**config.mk**
```make
export PLATFORM = sky130hd
export DESIGN_NAME = memaccess_stage
export DESIGN_NICKNAME = d
export VERILOG_FILES = /design/src/rtl/memaccess_stage.sv
export SDC_FILE = /design/constraint.sdc
export NUM_CORES = 1
export LEC_CHECK = 0
export ABC_AREA = 0
export CAP_MARGIN = 30
export CORE_ASPECT_RATIO = 0.7
export CORE_MARGIN = 2
export CORE_UTILIZATION = 51
export CTS_BUF_LIST = sky130_fd_sc_hd__clkbuf_8 sky130_fd_sc_hd__clkbuf_16
export DETAILED_ROUTE_END_ITERATION = 8
export PLACE_DENSITY_LB_ADDON = 0.08
export SLEW_MARGIN = 10
export SYNTH_ARGS = -nofsm -noshare
export SYNTH_HDL_FRONTEND = slang
export SYNTH_SLANG_ARGS = --single-unit
```
**constraint.sdc**
```tcl
create_clock -name clock4 -period 4.9 [get_ports clock4]
set_clock_uncertainty 0.05 [all_clocks]
set_input_delay 0.98 -clock clock4 [delete_from_list [all_inputs] [get_ports clock4]]
set_output_delay 0.98 -clock clock4 [all_outputs]
set_load 0.02 [all_outputs]
```
**src/rtl/memaccess_stage.sv**
```systemverilog
// DLX MEM stage: req/ack data-memory port, byte-lane steering for stores, load extraction.
// Optional wait-state limit with dmem_err output is enabled by defining DMEM_TIMEOUT_EN.
module memaccess_stage #(
  parameter int DATA_W = 32
`ifdef DMEM_TIMEOUT_EN
  , parameter int TIMEOUT_CYCLES = 15
`endif
) (
  input  logic              clock4,
  input  logic              reset4,
  input  logic [DATA_W-1:0] alu_in4,
  input  logic [DATA_W-1:0] bin4,
  input  logic [DATA_W-1:0] inst_in4,
  input  logic              mem_wr_en4,
  input  logic [DATA_W-1:0] dmem_rdata,
  input  logic              dmem_ack,
  output logic              dmem_req,
  output logic              dmem_we,
  output logic [DATA_W-1:0] dmem_addr,
  output logic [DATA_W-1:0] dmem_wdata,
  output logic [3:0]        dmem_be,
  output logic [DATA_W-1:0] alu_out4,
  output logic [DATA_W-1:0] lmd_out4,
  output logic [DATA_W-1:0] inst_out4,
  output logic              stall4,
  output logic              misalign_err
`ifdef DMEM_TIMEOUT_EN
  , output logic            dmem_err
`endif
);

  localparam logic [5:0] OP_LB  = 6'b000001;
  localparam logic [5:0] OP_LBU = 6'b000010;
  localparam logic [5:0] OP_LH  = 6'b000011;
  localparam logic [5:0] OP_LHU = 6'b000100;
  localparam logic [5:0] OP_LW  = 6'b000101;
  localparam logic [5:0] OP_SB  = 6'b001000;
  localparam logic [5:0] OP_SH  = 6'b001001;
  localparam logic [5:0] OP_SW  = 6'b001010;

  typedef enum logic [0:0] {S_IDLE = 1'b0, S_WAIT = 1'b1} state_e;

  function automatic logic is_load(input logic [5:0] op);
    case (op)
      OP_LB, OP_LBU, OP_LH, OP_LHU, OP_LW: is_load = 1'b1;
      default:                             is_load = 1'b0;
    endcase
  endfunction

  function automatic logic is_store(input logic [5:0] op);
    case (op)
      OP_SB, OP_SH, OP_SW: is_store = 1'b1;
      default:             is_store = 1'b0;
    endcase
  endfunction

  function automatic logic is_aligned(input logic [5:0] op, input logic [1:0] a);
    case (op)
      OP_LH, OP_LHU, OP_SH: is_aligned = ~a[0];
      OP_LW, OP_SW:         is_aligned = (a == 2'b00);
      default:              is_aligned = 1'b1;
    endcase
  endfunction

  function automatic logic [3:0] lane_be(input logic [5:0] op, input logic [1:0] a);
    case (op)
      OP_SB:   lane_be = 4'b0001 << a;
      OP_SH:   lane_be = 4'b0011 << {a[1], 1'b0};
      OP_SW:   lane_be = 4'b1111;
      OP_LB, OP_LBU, OP_LH, OP_LHU, OP_LW: lane_be = 4'b1111;
      default: lane_be = 4'b0000;
    endcase
  endfunction

  function automatic logic [31:0] lane_wdata(input logic [5:0] op, input logic [31:0] d);
    case (op)
      OP_SB:   lane_wdata = {4{d[7:0]}};
      OP_SH:   lane_wdata = {2{d[15:0]}};
      OP_SW:   lane_wdata = d;
      default: lane_wdata = 32'h0000_0000;
    endcase
  endfunction

  function automatic logic [31:0] load_ext(input logic [5:0] op, input logic [1:0] a,
                                           input logic [31:0] rd);
    logic [7:0]  b_v;
    logic [15:0] h_v;
    b_v = 8'(rd >> {a, 3'b000});
    h_v = 16'(rd >> {a[1], 4'b0000});
    case (op)
      OP_LB:   load_ext = {{24{b_v[7]}}, b_v};
      OP_LBU:  load_ext = {24'h00_0000, b_v};
      OP_LH:   load_ext = {{16{h_v[15]}}, h_v};
      OP_LHU:  load_ext = {16'h0000, h_v};
      default: load_ext = rd;
    endcase
  endfunction

  state_e      state_q;
  logic        req_q, we_q, mis_q;
  logic [31:0] addr_q, wdata_q, alu_out_q, lmd_q, inst_out_q;
  logic [3:0]  be_q;
  logic [5:0]  op_lat_q;
  logic [1:0]  off_q;
  logic [31:0] inst_lat_q, alu_lat_q;

  logic [5:0]  op_in;
  logic        mem_op, aligned_op, mem_go, mis_go, timeout_hit;

  assign op_in      = inst_in4[31:26];
  assign mem_op     = is_load(op_in) | is_store(op_in);
  assign aligned_op = is_aligned(op_in, alu_in4[1:0]);
  assign mem_go     = mem_op & aligned_op;
  assign mis_go     = mem_op & ~aligned_op;

`ifdef DMEM_TIMEOUT_EN
  localparam int CNT_W = $clog2(TIMEOUT_CYCLES + 1);
  logic [CNT_W-1:0] cnt_q;
  logic             err_q;
  // Timeout fires on the last permitted wait cycle unless the ack arrives in it.
  assign timeout_hit = (cnt_q == CNT_W'(TIMEOUT_CYCLES - 1)) & ~dmem_ack;
  assign dmem_err    = err_q;
`else
  assign timeout_hit = 1'b0;
`endif

  assign stall4 = ((state_q == S_IDLE) & mem_go) |
                  ((state_q == S_WAIT) & ~dmem_ack & ~timeout_hit);

  // Stage FSM: issues the access, holds the port during wait states, retires on ack or timeout.
  always_ff @(posedge clock4) begin
    if (reset4) begin
      state_q    <= S_IDLE;
      req_q      <= 1'b0;
      we_q       <= 1'b0;
      mis_q      <= 1'b0;
      addr_q     <= 32'h0000_0000;
      wdata_q    <= 32'h0000_0000;
      be_q       <= 4'b0000;
      alu_out_q  <= 32'h0000_0000;
      lmd_q      <= 32'h0000_0000;
      inst_out_q <= 32'h0000_0000;
      op_lat_q   <= 6'b000000;
      off_q      <= 2'b00;
      inst_lat_q <= 32'h0000_0000;
      alu_lat_q  <= 32'h0000_0000;
`ifdef DMEM_TIMEOUT_EN
      cnt_q      <= {CNT_W{1'b0}};
      err_q      <= 1'b0;
`endif
    end else begin
      mis_q <= 1'b0;
`ifdef DMEM_TIMEOUT_EN
      err_q <= 1'b0;
`endif
      case (state_q)
        S_IDLE: begin
          if (mem_go) begin
            req_q      <= 1'b1;
            we_q       <= is_store(op_in) & mem_wr_en4;
            addr_q     <= {alu_in4[31:2], 2'b00};
            wdata_q    <= lane_wdata(op_in, bin4);
            be_q       <= lane_be(op_in, alu_in4[1:0]);
            op_lat_q   <= op_in;
            off_q      <= alu_in4[1:0];
            inst_lat_q <= inst_in4;
            alu_lat_q  <= alu_in4;
            inst_out_q <= 32'h0000_0000;
            state_q    <= S_WAIT;
`ifdef DMEM_TIMEOUT_EN
            cnt_q      <= {CNT_W{1'b0}};
`endif
          end else begin
            alu_out_q  <= alu_in4;
            inst_out_q <= inst_in4;
            if (mis_go) begin
              mis_q <= 1'b1;
              lmd_q <= 32'h0000_0000;
            end
          end
        end
        S_WAIT: begin
          if (dmem_ack) begin
            req_q      <= 1'b0;
            we_q       <= 1'b0;
            alu_out_q  <= alu_lat_q;
            inst_out_q <= inst_lat_q;
            if (is_load(op_lat_q)) begin
              lmd_q <= load_ext(op_lat_q, off_q, dmem_rdata);
            end
            state_q    <= S_IDLE;
          end
`ifdef DMEM_TIMEOUT_EN
          else if (timeout_hit) begin
            req_q      <= 1'b0;
            we_q       <= 1'b0;
            err_q      <= 1'b1;
            alu_out_q  <= alu_lat_q;
            inst_out_q <= inst_lat_q;
            lmd_q      <= 32'h0000_0000;
            state_q    <= S_IDLE;
          end else begin
            cnt_q <= cnt_q + CNT_W'(1);
          end
`endif
        end
        default: state_q <= S_IDLE;
      endcase
    end
  end

  assign dmem_req     = req_q;
  assign dmem_we      = we_q;
  assign dmem_addr    = addr_q;
  assign dmem_wdata   = wdata_q;
  assign dmem_be      = be_q;
  assign alu_out4     = alu_out_q;
  assign lmd_out4     = lmd_q;
  assign inst_out4    = inst_out_q;
  assign misalign_err = mis_q;

endmodule

```
==> results.ini <==
[status]
status=finished, final reports clean

[yosys]
ys_types=63
synth_top_family_by_area=compound AO/OA/AOI/OAI gates
synth_area_leader_cell=dfxtp_1
avgSynthCellArea_um2=8.62
ys.flop_type=dfxtp_1
synth.area.top_cells=dfxtp_1, mux2i_1, o21ai_0
seq_area_frac_synth_pct=40.4
netlist_area_mm2=0.00992
synth_edf_count=0
yosysTopAreaCellShare_pct=40.4
yosys.area_share.xor_xnor_pct=0.177
synthCells=1150
synthSimpleGateAreaFrac_pct=11.1
synth_fa_ha_area_share_pct=0
synthMuxAreaShare_pct=9.21
yosys_warnings=0
async_flop_share_pct=0
synth-compound-area-share_pct=31.1
synth_seq_cells=200

[flow_run]
drv_cap=0

[drt]
drt-wirelength-per-cell_um=19.1
via_count=9557
dr.pass1.iters=5
drc=0
wirelength_um=30800
drtIter0Drc=961
top_layer=met5
met3WireLength_um=2360
ant_nets=0
viasPerCell=5.91
wl_met2_um=14000
drt-met1-wl_um=14100

[layout]
layout.nets=1471
final_cell_area_mm2=0.0133
n_antenna_cell=0
utilization_pct=70.3
stdcell_count=1616
syn_to_final_growth_pct=34.4
final_layout_size_suffix_gt1_share_pct=6.73

[grt]
grt_pass1_vias=8746
grt_pass1_wl_um=47600
antenna_found_initial=1
grt_remaining_overflow=0
grt.total_usage_pct=28.9
grt_max_degree=100

[place]
placed_area_mm2=0.0127
place_ws_ns=0.389
port_buffers=297
dp_cells=1582
dpl.hpwl_um=19800
gp_congestion=0.827

[power_and_ir_drop]
p_clk_share_pct=38.4
p_seq_share_pct=44.6
combPwrFrac_pct=17.0
vdd_ir_drop_max_uv=239
power.total_mw=3.89
switching_share_pct=28.2
p_leak_nw=4.61
p_switching_mw=1.10
p_int_mw=2.80
p_per_area_mw_per_mm2=292

[clock_tree]
clockBufferDepth=2
cts.sinks=200
clk_pin_slew_worst_paths_ns=0.08
hold_buffers=0
h-tree-depth=4
cts_tree=built
clock_latency_ns=0.43
cts-buffers-inserted=17
post_cts_resized=0
postCtsSetupBuffers=0
cts_root_buf=clkbuf_16

[die]
core-area_mm2=0.0190
die_w_um=171
pin_count=300
initial_core_util_pct=52.3
rows=42
die_h_um=121
die_area_mm2=0.0206

[min_path]
holdCritPathClass=flip-flop to flip-flop

[timing]
layout_setup_ws_ns=0.380
finalSetupViolations=0
rsz0062_at_grt=false
hold_slack_ns=0.407
timing.final.crit_share_pct=92.3
fin_setup_tns_ns=0
slew_viol_final=0
finalHoldViolations=0
min_period_ns=4.52
tightestPinTransition_ns=0.976
max_freq_mhz=221
slew_headroom_pct=34.9

[worst_setup_path]
reg2reg_depth=6
reg2reg_to=lmd_out4[19]
cp-end-kind=output pin
setup.worst_path.start_class=input pin
crit_type=input pin to output pin
critPathMaxFanout=20
rrSetupSlack_ns=2.16
worstSetupEndpoint=stall4
cp.required_ns=3.87
arrival_ns=3.49
worstReg2RegStart=alu_lat_q[1]
startpoint=inst_in4[27]

-- power groups by stage --
stage | logic, mW | registers (mW) | clock network (mW)
finish | 0.661 | 1.74 | 1.50
global placement | 0.646 | 1.77 | 0
CTS | 0.657 | 1.74 | 1.51
detailed placement | 0.654 | 1.77 | 0
floorplan | 0.313 | 1.82 | 0
global route | 0.706 | 1.75 | 1.59
-- final cells by class --
cell class	count	area (um^2)
clock inverters	15	206
well taps	264	330
clock buffers	17	425
flip-flops and latches	200	4010
multi-input cells	788	5150
repair buffers	322	3170
fillers	1550	5640
inverters	10	37.5
-- Yosys cell counts (all sizes together) (3+ instances only) --
cell and count:
a31oi 3, mux2 8, inv 10, nand3 68, mux2i 80, o31a 31
o21ai 142, o2bb2ai 46, nor2b 11, a21oi 135, o221a 31, nor2 45
o211a 3, a211o 3, nor4 3, o221ai 8, buf 60, nand2b 10
nand2 67, nor3 10, dfxtp 200, a211oi 3, o211ai 46, clkbuf 93
-- logic make-up (layout without fill, tap and decap cells) --
kind of cell	after synthesis	after routing
xor gates and xnor gates	2	2
DFF	200	200
other	1	2
AOI/OAI and AO/OA	466	466
buffers and inverters	163	364
muxes	89	89
and+or+nand+nor	229	229
-- placed cells by master (no fill, tap or decap), drive strengths merged, types with 10 or more instances in the layout --
cell type / synthesis / routed
nand3: 68 / 68
o2bb2ai: 46 / 46
o211ai: 46 / 46
nand2: 67 / 67
dfxtp: 200 / 200
nor2: 45 / 45
buf: 60 / 27
o221a: 31 / 31
o31a: 31 / 31
mux2i: 80 / 80
clkdlybuf4s50: 0 / 295
inv: 10 / 18
nor2b: 11 / 11
nor3: 10 / 10
o21ai: 142 / 142
nand2b: 10 / 10
clkbuf: 93 / 17
a21oi: 135 / 135
-- flip-flops by register name, indices dropped and copies added (netlist names) --
name          count
alu_lat_q        31
inst_lat_q       26
off_q             1
misalign_err      1
lmd_out4         32
op_lat_q          6
dmem_we           1
state_q           1
dmem_be           4
inst_out4        32
dmem_wdata       32
dmem_req          1
alu_out4         32
-- how the worst min path moves through the flow --
| stage | start | end | slack [ns] | cells after the start |
|---|---|---|---|---|
| final | lmd_out4[8] | lmd_out4[8] | 0.41 | 2 |
| after global routing | lmd_out4[14] | lmd_out4[14] | 0.43 | 2 |
| after CTS | dmem_wdata[7] | dmem_wdata[7] | 0.41 | 2 |
| after detailed placement | dmem_wdata[5] | dmem_wdata[5] | 0.39 | 2 |
| after global placement | dmem_wdata[6] | dmem_wdata[6] | 0.39 | 2 |
| after floorplan | inst_lat_q[0] | inst_lat_q[0] | 0.40 | 2 |
-- routing by layer --
layer  vias to the layer above  GRT usage, %
li1                       4605             -
met1                      4548          41.2
met2                       372          44.4
met3                        30          7.00
met4                         2          6.09
met5                         -             0
-- critical path, stage by stage --
cell and delay [ns]:
clkdlybuf4s50_1 0.90, and3b_1 0.25, o21ai_0 0.17, a2111oi_4 0.44, nor2_4 0.05, nand2_1 0.06, clkdlybuf4s50_1 0.64
(Power assumes the default switching activity.)
